**src/rtl/term_pkg.sv**
```systemverilog
// Shared constants for the text-terminal write path (also used by the pixel side).
package term_pkg;
  localparam int COLS    = 80;
  localparam int ROWS    = 30;
  localparam int VRAM_AW = 12;

  localparam logic [7:0] BLANK = 8'h20;
  localparam logic [7:0] CR    = 8'h0D;
  localparam logic [7:0] LF    = 8'h0A;
  localparam logic [7:0] BS    = 8'h08;
  localparam logic [7:0] FF    = 8'h0C;

  typedef enum logic [1:0] {
    IDLE     = 2'd0,
    CLR_LINE = 2'd1,
    CLR_SCR  = 2'd2
  } state_e;
endpackage

```
**src/rtl/cell_addr.sv**
```systemverilog
// Character cell address = row*80 + col, built from shifts so the pixel side maps identically.
module cell_addr
  import term_pkg::*;
(
  input  logic [4:0]         row_i,
  input  logic [6:0]         col_i,
  output logic [VRAM_AW-1:0] addr_o
);
  logic [VRAM_AW-1:0] row_w;
  logic [VRAM_AW-1:0] col_w;

  assign row_w  = {{(VRAM_AW-5){1'b0}}, row_i};
  assign col_w  = {{(VRAM_AW-7){1'b0}}, col_i};
  // 80 = 64 + 16; max result 2399 fits in 12 bits
  assign addr_o = (row_w << 6) + (row_w << 4) + col_w;
endmodule

```
**src/rtl/term_writer.sv**
```systemverilog
// Terminal write stage: takes a byte stream, tracks the cursor, writes character VRAM
// and runs line/screen clear sweeps while holding off the input.
module term_writer #(
  parameter int         COLS           = term_pkg::COLS,
  parameter int         ROWS           = term_pkg::ROWS,
  parameter logic [7:0] BLANK          = term_pkg::BLANK,
  parameter int         CLEAR_ON_RESET = 1
) (
  input  logic        clk,
  input  logic        rst,
  input  logic        char_valid,
  input  logic [7:0]  char_data,
  output logic        char_ready,
  output logic        vram_we,
  output logic [11:0] vram_addr,
  output logic [7:0]  vram_wdata,
  output logic [4:0]  cursor_row,
  output logic [6:0]  cursor_col,
  output logic        busy
);
  import term_pkg::*;

  localparam logic [4:0]  LAST_ROW  = 5'(ROWS - 1);
  localparam logic [6:0]  LAST_COL  = 7'(COLS - 1);
  localparam logic [11:0] LINE_SPAN = 12'(COLS - 1);
  localparam logic [11:0] SCR_LAST  = 12'(ROWS * COLS - 1);

  state_e      state_q, state_d;
  logic [4:0]  row_q, row_d;
  logic [6:0]  col_q, col_d;
  logic        start_q, start_d;
  logic [11:0] clr_addr_q, clr_addr_d;
  logic [11:0] clr_end_q, clr_end_d;
  logic        we_q, we_d;
  logic [11:0] addr_q, addr_d;
  logic [7:0]  wdata_q, wdata_d;

  logic [4:0]  bs_row, wr_row, nl_row;
  logic [6:0]  bs_col, wr_col;
  logic [11:0] wr_addr, line_addr;
  logic        is_print, is_bs;

  assign is_print = (char_data >= 8'h20) && (char_data <= 8'h7E);
  assign is_bs    = (char_data == BS);
  assign nl_row   = (row_q == LAST_ROW) ? 5'd0 : row_q + 5'd1;

  // Backspace target: previous column, or end of the previous row
  always_comb begin
    bs_row = row_q;
    bs_col = col_q;
    if (col_q != 7'd0) begin
      bs_col = col_q - 7'd1;
    end else if (row_q != 5'd0) begin
      bs_row = row_q - 5'd1;
      bs_col = LAST_COL;
    end
  end

  assign wr_row = is_bs ? bs_row : row_q;
  assign wr_col = is_bs ? bs_col : col_q;

  cell_addr u_wr_addr   (.row_i(wr_row), .col_i(wr_col), .addr_o(wr_addr));
  cell_addr u_line_addr (.row_i(nl_row), .col_i(7'd0),   .addr_o(line_addr));

  always_comb begin
    state_d    = state_q;
    row_d      = row_q;
    col_d      = col_q;
    start_d    = start_q;
    clr_addr_d = clr_addr_q;
    clr_end_d  = clr_end_q;
    we_d       = 1'b0;
    addr_d     = addr_q;
    wdata_d    = wdata_q;
    case (state_q)
      IDLE: begin
        if (start_q) begin
          // Power-on clear holds the input off for one cycle before the sweep
          start_d    = 1'b0;
          state_d    = CLR_SCR;
          clr_addr_d = 12'd0;
          clr_end_d  = SCR_LAST;
        end else if (char_valid) begin
          if (is_print) begin
            we_d    = 1'b1;
            addr_d  = wr_addr;
            wdata_d = char_data;
            if (col_q == LAST_COL) begin
              row_d      = nl_row;
              col_d      = 7'd0;
              state_d    = CLR_LINE;
              clr_addr_d = line_addr;
              clr_end_d  = line_addr + LINE_SPAN;
            end else begin
              col_d = col_q + 7'd1;
            end
          end else if (char_data == CR) begin
            col_d = 7'd0;
          end else if (char_data == LF) begin
            row_d      = nl_row;
            col_d      = 7'd0;
            state_d    = CLR_LINE;
            clr_addr_d = line_addr;
            clr_end_d  = line_addr + LINE_SPAN;
          end else if (is_bs) begin
            if ((row_q != 5'd0) || (col_q != 7'd0)) begin
              row_d   = bs_row;
              col_d   = bs_col;
              we_d    = 1'b1;
              addr_d  = wr_addr;
              wdata_d = BLANK;
            end
          end else if (char_data == FF) begin
            row_d      = 5'd0;
            col_d      = 7'd0;
            state_d    = CLR_SCR;
            clr_addr_d = 12'd0;
            clr_end_d  = SCR_LAST;
          end
        end
      end
      CLR_LINE, CLR_SCR: begin
        we_d    = 1'b1;
        addr_d  = clr_addr_q;
        wdata_d = BLANK;
        if (clr_addr_q == clr_end_q) state_d = IDLE;
        else clr_addr_d = clr_addr_q + 12'd1;
      end
      default: state_d = IDLE;
    endcase
  end

  always_ff @(posedge clk) begin
    if (rst) begin
      state_q    <= IDLE;
      start_q    <= (CLEAR_ON_RESET != 0);
      row_q      <= 5'd0;
      col_q      <= 7'd0;
      clr_addr_q <= 12'd0;
      clr_end_q  <= 12'd0;
      we_q       <= 1'b0;
      addr_q     <= 12'd0;
      wdata_q    <= 8'd0;
    end else begin
      state_q    <= state_d;
      start_q    <= start_d;
      row_q      <= row_d;
      col_q      <= col_d;
      clr_addr_q <= clr_addr_d;
      clr_end_q  <= clr_end_d;
      we_q       <= we_d;
      addr_q     <= addr_d;
      wdata_q    <= wdata_d;
    end
  end

  assign busy       = (state_q != IDLE);
  assign char_ready = (state_q == IDLE) && !start_q;
  assign vram_we    = we_q;
  assign vram_addr  = addr_q;
  assign vram_wdata = wdata_q;
  assign cursor_row = row_q;
  assign cursor_col = col_q;
endmodule

```
**config.mk**
```make
export PLATFORM = sky130hd
export DESIGN_NAME = term_writer
export DESIGN_NICKNAME = d
export VERILOG_FILES = /design/src/rtl/term_pkg.sv /design/src/rtl/cell_addr.sv /design/src/rtl/term_writer.sv
export SDC_FILE = /design/constraint.sdc
export NUM_CORES = 1
export LEC_CHECK = 0
export CORE_MARGIN = 4
export CORE_UTILIZATION = 52
export DETAILED_ROUTE_END_ITERATION = 7
export PLACE_DENSITY = 0.83
export SLEW_MARGIN = 0
export SYNTH_ARGS = -nofsm -noshare
export SYNTH_HDL_FRONTEND = slang
export SYNTH_SLANG_ARGS = --single-unit
```
**constraint.sdc**
```tcl
create_clock -name clk -period 4.1 [get_ports clk]
set_input_delay 0.82 -clock clk [delete_from_list [all_inputs] [get_ports clk]]
set_output_delay 0.82 -clock clk [all_outputs]
set_load 0.01 [all_outputs]
```
* Word level (Yosys, flattened, before mapping) *
Index checks and enable logic that the tools add are counted.

storage, ports and cells
  register bits = 60
  output and inout bits = 35
  word-level logic and storage cells = 143

operators by class
  $add $sub $neg = 9
  $lt $le $gt $ge = 2
  equal/unequal tests = 29
  mux-type cells = 73
  bitwise operators = 1
  reductions and logical operators = 20

operator list
  operator                                                           count
  2-to-1 mux 12 bit                                                  24
  2-to-1 mux 7 bit                                                   10
  2-to-1 mux 8 bit                                                   7
  2-to-1 mux 5 bit                                                   11
  one-hot mux 12 bit (2 select lines)                                2
  == test 8 x 4 -> 1 bit, second input constant                      4
  adder 11 x 9 -> 12 bit                                             2
  AND reduction 7 bit                                                3
  2-to-1 mux 2 bit                                                   9
  inequality test 3 bit, second input constant                       6
  one-hot mux 8 bit (2 select lines)                                 1
  adder 12 x 1 -> 12 bit, second input constant                      1
  adder 12 x 7 -> 12 bit                                             1
  adder 12 x 7 -> 12 bit, second input constant                      1
  == test 12 bit                                                     1
  AND reduction 6 bit                                                2
  inequality test 2 bit, second input constant                       5
  inequality test 5 bit, second input constant                       2
  nonzero test 5 bit                                                 2
  greater-or-equal comparator 8 x 6 -> 1 bit, second input constant  1
  less-or-equal comparator 8 x 7 -> 1 bit, second input constant     1
  inequality test 4 bit, second input constant                       2
  nonzero test 4 bit                                                 2
  adder 7 x 1 -> 7 bit, second input constant                        1
  other kinds (24)                                                   33

* Longest topological paths before layout *
Gate-level depths: netlist of run 1.

  depth after elaboration = 14
  depth in mapped cells = 18

* Cells and area by module *
Synthesis of run 1 repeated with hierarchy kept, for this count alone.

unflattened totals
  cell total of the unflattened synthesis = 603
  area total of the unflattened synthesis = 4,847.1 um^2

by module, submodules not included
  module       instances  cells an instance  area each (um^2)  seq. area each (um^2)
  term_writer  1          523                4,186.5           1,201.2
  cell_addr    2          40                 330.3             0.0

* Worst setup path after synthesis of run 1 *
OpenSTA, ideal clock, no wires.

  path kind = input port to flip-flop
  from = input port char_data[4]
  to = register addr_q[9] (netlist: vram_addr[9])
  arrival = 3.868 ns
  required time = 3.968 ns
  path slack = 0.100 ns
  stages = 15
  path buffers = 0
  cell sequence = or4_4 nor3b_1 nand2_1 nor2_1 a21o_1 inv_1 fa_1 inv_1 fa_1 a21o_1 a21o_1 xnor2_1 nor2_1 a211oi_1 nor3_1

on the way
  longest elaborated chain between the ends = 12
  elaborated cells on any way between the ends = 23
  classes of those cells = 2 x add/sub; 2 x order compare; 7 x eq/ne; 10 x mux; 2 x reduce/logical

RTL lines
  what                                 line                text
  start: declaration                   term_writer.sv:12   input logic [7:0] char_data,
  == test 8 x 4 -> 1 bit               term_writer.sv:44   assign is_bs = (char_data == BS);
  2-to-1 mux 5 bit                     term_writer.sv:59   assign wr_row = is_bs ? bs_row : row_q;
  adder 11 x 9 -> 12 bit               cell_addr.sv:15     assign addr_o = (row_w << 6) + (row_w << 4) + col_w;
  adder 12 x 7 -> 12 bit               cell_addr.sv:15
  2-to-1 mux 12 bit                    term_writer.sv:106  if ((row_q != 5'd0) || (col_q != 7'd0)) begin
  2-to-1 mux 12 bit                    term_writer.sv:105  end else if (is_bs) begin
  2-to-1 mux 12 bit                    term_writer.sv:99   end else if (char_data == LF) begin
  2-to-1 mux 12 bit                    term_writer.sv:97   end else if (char_data == CR) begin
  2-to-1 mux 12 bit                    term_writer.sv:84   if (is_print) begin
  2-to-1 mux 12 bit                    term_writer.sv:83   end else if (char_valid) begin
  2-to-1 mux 12 bit                    term_writer.sv:77   if (start_q) begin
  one-hot mux 12 bit (2 select lines)  term_writer.sv:75   case (state_q)
  end signal: assignment               term_writer.sv:152  addr_q <= addr_d;
  end: declaration                     term_writer.sv:35   logic [11:0] addr_q, addr_d;

Parallel ways exist; a longest one is shown, timed or not. The select of a mux whose other input is x is not followed.
A chain may end at the register's enable or synchronous reset.

* Worst setup path in the final report of run 1 *
Ends and elaborated chain as after synthesis.

==> out/metrics.yaml, run 1 <==
synth-async-reset-ratio_pct: 0
ff2ff_path_depth: 16
clkTransAtPathRegs_ns: 0.07
netSwitchingFraction_pct: 42.2
vias_per_cell: 6.42
area_growth_pct: 25.3
cts_tree: "built"
max_cap_violations: 0
port_buffers: 45
first_global_vias: 4179
combPwrFrac_pct: 46.7
cp_slowest_cell: "or4_4"
pin_count: 46
n_antenna_cell: 0
synth.distinct_cells: 68
die_x_um: 96.8
grt_first_pass_wirelength_mm: 20.1
hold_violations: 0
drtAntennaViolNets: 0
crit_path_end_kind: "flop"
seqPwrFrac_pct: 29.7
overflow: 0
relSlewSlack_pct: 60.0
syn_nets: 558
worstSkewPairLatency_ns: 0.35
slew_violations: 0
hold_class: "flop to flop"
r2r_slack_ns: 0.26
worst_hold_slack_ns: 0.459
wl_mm: 12.7
post-place-ws_ns: -0.494
place_hpwl_mm: 9.07
clock-sinks: 57
path_class: "input port to flop"
rows: 32
p_sw_mw: 1.06
p_int_mw: 1.45
place_area_um2: 4810
cp_data_required_time_ns: 4.32
stdcell_count: 703
dieArea_um2: 9360
setup_ws_ns: 0.0829
synth_area_um2: 4100
antenna_found_initial: 0
yosysWarnings: 0
worstHoldStart: "vram_wdata[4]"
synth-edff-count: 0
dr_wl_met2_mm: 6.10
synth-seq-cells: 57
max-vdd-ir-drop_mv: 0.258
worst_setup_path_start_kind: "input port"
crit_path_end: "vram_addr[9]"
status: "finished clean"
vias: 4513
min_period_ns: 4.02
syn_avg_cell_area_um2: 7.83
clk_path_buf_depth: 2
mostFrequentLayoutCells: "dfxtp_1 (57), a21oi_1 (47), nand2_1 (46), buf_4 (46), clkdlybuf4s50_1 (44)"
ys_seq_area_share_pct: 27.9
top_layer_used: "met4"
n_fill_cell: 621
finalSetupViolations: 0
p_per_area_nw_per_um2: 488
worst_path_largest_cell_delay_ns: 0.56
h-tree-depth: 3
clock_power_share_pct: 23.6
cts_root_buf: "clkbuf_8"
r2r-start: "cursor_col[1]"
place_inst: 679
cp_data_arrival_time_ns: 4.24
routed-wl-met3_um: 909
m1WireLength_mm: 5.21
drt_pass1_iterations: 5
grt_max_degree: 47
register_area_um2: 1140
die_y_um: 96.8
tightest_slew_ns: 0.600
place_congestion: 0.974
postLayoutCellArea_um2: 5130
multi_input_area_um2: 2720
post-route-drc-count: 0
setup.worst_path.start: "char_data[4]"
period_share_pct: 98.0
r2r_end: "vram_addr[8]"
max_freq_mhz: 249
synth_flop_cell: "dfxtp_1"
p_leak_nw: 2.04
finalNetCount: 631
numCtsBuffers: 9
drive_gt1_share_pct: 16.1
layout_commonest_cell: "dfxtp_1"
critPathMaxFanout: 2
drt-initial-drc-count: 365
grt_use_total_pct: 25.8
syn_inst: 523
design.core.area_um2: 7690
worst_clock_skew_ns: 0.00900
crit_chain: "clkdlybuf4s50_1 -> or4_4 -> nor3b_4 -> nand2_2 -> nor2_2 -> a21o_1 -> inv_1 -> fa_1 -> inv_2 -> fa_2 -> a21o_1 -> a21o_1 -> xnor2_1 -> nor2_1 -> a211oi_2 -> nor3_1"
start_util_pct: 53.3
cpMostUsedCell: "a21o_1"
wire_per_inst_um: 18.1
==> sequential cells by signal, summed over array words and instances (netlist names) <==
register / count
start_q: 1
cursor_row: 5
cursor_col: 7
state_q: 2
vram_wdata: 8
vram_addr: 12
clr_end_q: 9
clr_addr_q: 12
vram_we: 1
==> critical path, delay by kind of cell <==
kind | cells | cell delay [ns]
compound gates | 4 | 0.65
fa+ha+maj | 2 | 0.94
buf+inv | 3 | 0.54
xor+xnor | 1 | 0.14
simple gates | 6 | 1.15
==> per-stage QoR <==
stage               TNS [ns]  util, %  power (mW)
global route         -0.0965     66.8        2.64
CTS                        0     65.7        2.47
global placement       -1.30     62.5        1.84
detailed placement     -1.91     62.5        1.88
finish                     0     66.8        2.51
floorplan                  0        -        1.50
==> how the worst min path moves through the flow <==
| stage | endpoint | slack (ns) | cells after the start |
|---|---|---|---|
| floorplan | clr_end_q[3] | 0.44 | 2 |
| global placement | vram_wdata[4] | 0.44 | 2 |
| detailed placement | vram_wdata[2] | 0.44 | 2 |
| CTS | vram_wdata[4] | 0.46 | 2 |
| global route | vram_wdata[4] | 0.48 | 2 |
| finish | vram_wdata[4] | 0.46 | 2 |
==> logic make-up after synthesis <==
group,count (synthesis),synth area share (%)
adders and majority gates,24,7.88
AOI/OAI and AO/OA,172,28.1
DFF,57,27.9
and+or+nand+nor,176,22.5
buffers and inverters,63,6.87
muxes,5,1.25
xor gates and xnor gates,26,5.56
==> repair_timing <==
action | CTS | global route
hold buffers | 0 | 0
endpoints found under the setup margin | 3 | 4
pin swaps | 2 | 9
gates resized for setup | 3 | 12
buffers inserted | 1 | 6
gates cloned | 0 | 1
==> layer usage <==
layer / track usage [%] / vias up
met5: 0 / -
met4: 9.40 / 0
met3: 5.98 / 64
met2: 43.8 / 247
met1: 31.6 / 2141
li1: - / 2061
==> final cells by class <==
class / count / share of cell area, %
Clock buffer: 9 / 2.41
Clock inverter: 7 / 1.85
Inverter: 32 / 2.34
Multi-Input combinational cell: 403 / 53.0
Sequential cell: 57 / 22.2
Tap cell: 102 / 2.49
Timing Repair Buffer: 93 / 15.7
==> power groups by stage <==
| stage | combinational (mW) | clock [mW] | sequential [mW] |
|---|---|---|---|
| CTS | 1.13 | 0.597 | 0.742 |
| floorplan | 0.745 | 0 | 0.758 |
| global placement | 1.09 | 0 | 0.747 |
| finish | 1.17 | 0.592 | 0.745 |
| global route | 1.25 | 0.628 | 0.756 |
| detailed placement | 1.12 | 0 | 0.753 |
==> cell usage after synthesis, drive strengths merged, types with 3 or more instances <==
cell type | n | area (um^2)
nand2b | 5 | 31.3
fa | 3 | 60.1
dfxtp | 57 | 1140
a211oi | 18 | 168
nor3b | 5 | 42.5
clkbuf | 16 | 60.1
a31oi | 14 | 87.6
or4 | 5 | 41.3
buf | 15 | 101
mux2i | 4 | 40.0
o211ai | 7 | 57.6
ha | 21 | 263
nor3 | 20 | 100
or3 | 4 | 25.0
a22oi | 6 | 45.0
and2 | 3 | 18.8
nand3 | 25 | 130
o31ai | 7 | 57.6
xnor2 | 18 | 158
a21oi | 50 | 250
nor2 | 32 | 120
nand2 | 47 | 176
nand4 | 10 | 62.6
a21o | 9 | 67.6
xor2 | 8 | 70.1
o21ai | 36 | 180
inv | 31 | 116
nor2b | 6 | 37.5
and3 | 4 | 25.0
Power figures use the tool's default switching activity.
==> run 2: changes to the inputs <==
CORE_ASPECT_RATIO = 0.75   (was default)
==> run 2 against run 1 <==
  * Register-to-register slack lost 0.13 ns
  * Worst setup slack lost 0.020 ns
  * Worst hold slack lost 0.0015 ns
  * Sequential cell count is the same
  * Critical endpoint unchanged
  * Count of clock-buffer cells in the layout grew 1
==> out/metrics.yaml, run 2 (synthesis results as in run 1) <==
worst_setup_path_start_kind: "input port"
area_growth_pct: 23.3
r2r_end: "vram_addr[9]"
slew_violations: 0
r2r-start: "cursor_col[1]"
p_leak_nw: 2.01
crit_chain: "clkdlybuf4s50_1 -> or4_4 -> nor3b_4 -> nand2_2 -> nor2_2 -> a21o_1 -> inv_1 -> fa_1 -> inv_1 -> fa_2 -> a21o_1 -> a21o_1 -> xnor2_2 -> nor2_1 -> a211oi_1 -> nor3_1"
n_antenna_cell: 0
first_global_vias: 4127
crit_path_end_kind: "flop"
critPathMaxFanout: 2
status: "finished clean"
drive_gt1_share_pct: 14.9
vias: 4350
max-vdd-ir-drop_mv: 0.302
worst_clock_skew_ns: 0.00958
start_util_pct: 54.6
drt-initial-drc-count: 375
numCtsBuffers: 9
h-tree-depth: 3
dieArea_um2: 9380
p_per_area_nw_per_um2: 472
finalSetupViolations: 0
crit_path_end: "vram_addr[9]"
relSlewSlack_pct: 36.5
drtAntennaViolNets: 0
grt_use_total_pct: 27.2
cts_root_buf: "clkbuf_8"
worstSkewPairLatency_ns: 0.35
setup.worst_path.start: "char_data[7]"
cp_slowest_cell: "or4_4"
hold_class: "flop to flop"
min_period_ns: 4.04
wl_mm: 12.5
cts_tree: "built"
post-route-drc-count: 0
ff2ff_path_depth: 17
path_class: "input port to flop"
hold_violations: 0
place_congestion: 0.988
port_buffers: 45
mostFrequentLayoutCells: "dfxtp_1 (57), a21oi_1 (49), nand2_1 (46)"
max_freq_mhz: 248
rows: 27
pin_count: 46
grt_max_degree: 47
design.core.area_um2: 7500
worst_path_largest_cell_delay_ns: 0.53
cpMostUsedCell: "a21o_1"
grt_first_pass_wirelength_mm: 20.9
period_share_pct: 98.5
finalNetCount: 626
die_x_um: 110
clkTransAtPathRegs_ns: 0.07
vias_per_cell: 6.24
place_hpwl_mm: 8.98
clk_path_buf_depth: 2
max_cap_violations: 0
die_y_um: 84.9
layout_commonest_cell: "dfxtp_1"
fin_util_pct: 67.3
overflow: 0
cp_data_arrival_time_ns: 4.26
clock-sinks: 57
antenna_found_initial: 0
cp_data_required_time_ns: 4.32
worstHoldStart: "vram_wdata[2]"
cts_hold_buf: 0
tightest_slew_ns: 0.953
r2r_slack_ns: 0.13
wire_per_inst_um: 18.0
power.total_mw: 2.38
drt_pass1_iterations: 5
run 2: layer usage:
layer / vias up / routed length, um / track usage [%]
met5: - / 0 / 0
met3: 39 / 1270 / 8.27
met1: 2024 / 5400 / 36.7
met2: 234 / 5470 / 41.8
li1: 2053 / - / -
met4: 0 / 394 / 8.72
run 2: critical path, delay by kind of cell:
kind	cells	cell delay (ns)
compound gates	4	0.71
xor+xnor	1	0.16
fa+ha+maj	2	0.87
buf+inv	3	0.59
simple gates	6	1.11
run 2: through the flow:
stage,cell area (um^2),hold WS [ns],worst slack [ns],setup TNS [ns],cells
6_report,5050,0.458,0.0629,0,697
2_1_floorplan,4100,0.439,0.0996,0,523
3_3_place_gp,4820,0.443,-0.363,-1.34,679
5_1_grt,5050,0.493,-0.0354,-0.107,697
3_5_place_dp,4820,0.444,-0.448,-1.90,679
4_1_cts,5010,0.461,0.0205,0,696
run 2: where the power goes:
part | switching (mW) | internal [mW] | total (mW)
Clock | 0.253 | 0.215 | 0.468
Combinational | 0.723 | 0.448 | 1.17
Sequential | 0.0892 | 0.656 | 0.745
Total | 1.06 | 1.32 | 2.38
run 2: how the worst min path moves through the flow:
stage | end | cells after the start
CTS | vram_wdata[2] | 2
floorplan | clr_end_q[3] | 2
global placement | vram_wdata[2] | 2
finish | vram_wdata[2] | 2
global route | vram_wdata[4] | 2
detailed placement | vram_wdata[2] | 2
run 2: cell type report:
| cell class | instances | area [um^2] |
|---|---|---|
| multi-input combinational | 403 | 2720 |
| fill | 611 | 2450 |
| sequential | 57 | 1140 |
| timing repair buffer | 88 | 778 |
| clock buffer | 10 | 128 |
| tap | 101 | 126 |
| inverter | 32 | 120 |
| clock inverter | 6 | 35.0 |
run 2: what timing repair did:
| action | 4_1_cts | 5_1_grt |
|---|---|---|
| setup buffers | 1 | 1 |
| pin swaps | 8 | 12 |
| endpoints found under the setup margin | 3 | 4 |
| resized for setup | 5 | 10 |
==> run 3: changes to the inputs <==
CORE_UTILIZATION = 46   (was 52)
PLACE_DENSITY = 0.75   (was 0.83)
==> run 3 against run 2 <==
  * Non-clock buffer count decreased by 3
  * Die area increased by 12%
  * Largest power group unchanged
  * Core utilization decreased by 6.8 points
  * Via count shrank 1.7%
  * Clock skew barely moved
  * Critical path type unchanged
  * Register-to-register slack better by 0.12 ns
  * Wire length up 1.1%
  * Clock power grew 69%
  * First-iteration DRC count decreased by 1.3%
  * Worst hold slack better by 0.0019 ns
  * Final cell count is 0.57% higher
==> out/metrics.yaml, run 3 (synthesis results as in run 1) <==
fin_util_pct: 60.5
area_growth_pct: 26.5
wire_per_inst_um: 18.1
antenna_found_initial: 0
start_util_pct: 47.8
cp_slowest_cell: "or4_4"
cts_root_buf: "clkbuf_16"
p_leak_nw: 2.06
crit_chain: "clkdlybuf4s50_1 -> or4_4 -> nor3b_4 -> nand2_2 -> nor2_4 -> a21o_1 -> inv_1 -> fa_1 -> inv_2 -> fa_2 -> a21o_1 -> a21o_1 -> xnor2_1 -> nor2_1 -> a211oi_1 -> nor3_1"
worstSkewPairLatency_ns: 0.33
clock-sinks: 57
n_antenna_cell: 0
vias_per_cell: 6.10
period_share_pct: 97.2
p_sw_mw: 1.10
clk_path_buf_depth: 2
cts_hold_buf: 0
critPathMaxFanout: 2
min_period_ns: 3.98
overflow: 0
relSlewSlack_pct: 35.2
netSwitchingFraction_pct: 40.3
drt-initial-drc-count: 370
grt_first_pass_wirelength_mm: 20.5
crit_path_end_kind: "flop"
max_cap_violations: 0
cp_data_required_time_ns: 4.29
wl_mm: 12.7
pin_count: 46
path_buf_inv: 3
clkTransAtPathRegs_ns: 0.06
worst_hold_slack_ns: 0.460
die_x_um: 117
design.core.area_um2: 8560
p_int_mw: 1.62
status: "finished clean"
h-tree-depth: 3
tightest_slew_ns: 0.971
clock_power_share_pct: 29.1
hold_class: "flop to flop"
stdcell_count: 701
drt_pass1_iterations: 5
die_y_um: 89.7
cts_tree: "built"
post-route-drc-count: 0
port_buffers: 45
cp_top_family: "simple AND/OR/NAND/NOR gates"
mostFrequentLayoutCells: "dfxtp_1 (57), a21oi_1 (47), nand2_1 (46)"
place_hpwl_mm: 9.14
path_class: "input port to flop"
numCtsBuffers: 9
finalSetupViolations: 0
seqPwrFrac_pct: 27.5
worst_path_largest_cell_delay_ns: 0.55
max-vdd-ir-drop_mv: 0.580
finalNetCount: 623
drive_gt1_share_pct: 14.8
combPwrFrac_pct: 43.4
cp_data_arrival_time_ns: 4.17
p_per_area_nw_per_um2: 525
max_freq_mhz: 251
place_inst: 684
dieArea_um2: 10500
grt_max_degree: 47
first_global_vias: 4114
vias: 4275
worst_setup_path_start_kind: "input port"
place_congestion: 0.897
slew_violations: 0
cpMostUsedCell: "a21o_1"
worst_clock_skew_ns: 0.00910
hold_violations: 0
drtAntennaViolNets: 0
grt_use_total_pct: 24.3
rows: 29
layout_commonest_cell: "dfxtp_1"
-- run 3: changes by cell type in the layout (fill, tap and decap cells not counted), sizes merged --
cell / before / now
clkinv: 5 / 2
buf: 43 / 41
clkbuf: 10 / 12
bufinv: 0 / 1
dlymetal6s2s: 2 / 1
-- run 3: power groups by stage --
stage          clock, mW  combinational [mW]  sequential [mW]
2_1_floorplan          0               0.745            0.758
3_3_place_gp           0                1.12            0.750
3_5_place_dp           0                1.14            0.753
4_1_cts            0.795                1.15            0.743
5_1_grt            0.825                1.29            0.757
6_report           0.791                1.18            0.749
-- run 3: worst register-to-register path: stages, from the launching register on --
cell,delay [ns]
dfxtp_1,0.36
inv_1,0.12
ha_1,0.25
or3b_1,0.40
or4_1,0.60
nand2_2,0.14
nor2_4,0.04
a21o_1,0.17
inv_1,0.06
fa_1,0.41
inv_2,0.09
ha_1,0.26
a211oi_2,0.23
o21bai_1,0.14
a21oi_2,0.15
xor2_1,0.15
nand2_1,0.07
a21oi_1,0.13
-- run 3: repair_timing --
action                                  in CTS  in global routing
endpoints found under the setup margin       3                  4
pin swaps                                    0                 11
buffers inserted                             0                  1
cloned                                       0                  0
resized for setup                            4                 10
-- run 3: final timing paths --
kind / from / end / slack [ns] / depth (start not counted)
min: vram_wdata[4] / vram_wdata[4] / 0.46 / 2
max reg2reg: cursor_col[1] / vram_addr[10] / 0.25 / 17
min reg2reg: vram_wdata[4] / vram_wdata[4] / 0.46 / 2
max: char_data[5] / vram_addr[9] / 0.12 / 16
-- run 3: final cells by class --
class / instances / area [um^2]
sequential: 57 / 1140
multi-input combinational: 403 / 2720
clock buffer: 12 / 267
inverter: 32 / 120
fill: 739 / 3380
tap: 108 / 135
clock inverter: 4 / 50.0
timing repair buffer: 85 / 748
-- run 3: routing by layer --
metal	share of wire [%]	track usage, %
met1	45	34.7
met2	44	35.7
met3	8.2	5.70
met4	2.6	8.31
met5	0	0
-- run 3: stage by stage --
stage / area, um^2 / worst slack, ns / power, mW / setup TNS [ns]
3_3_place_gp: 4810 / -0.404 / 1.87 / -1.54
6_report: 5180 / 0.115 / 2.72 / 0
4_1_cts: 5140 / 0.0101 / 2.69 / 0
3_5_place_dp: 4810 / -0.436 / 1.89 / -1.71
5_1_grt: 5180 / -0.0269 / 2.87 / -0.0433
2_1_floorplan: 4100 / 0.0996 / 1.50 / 0
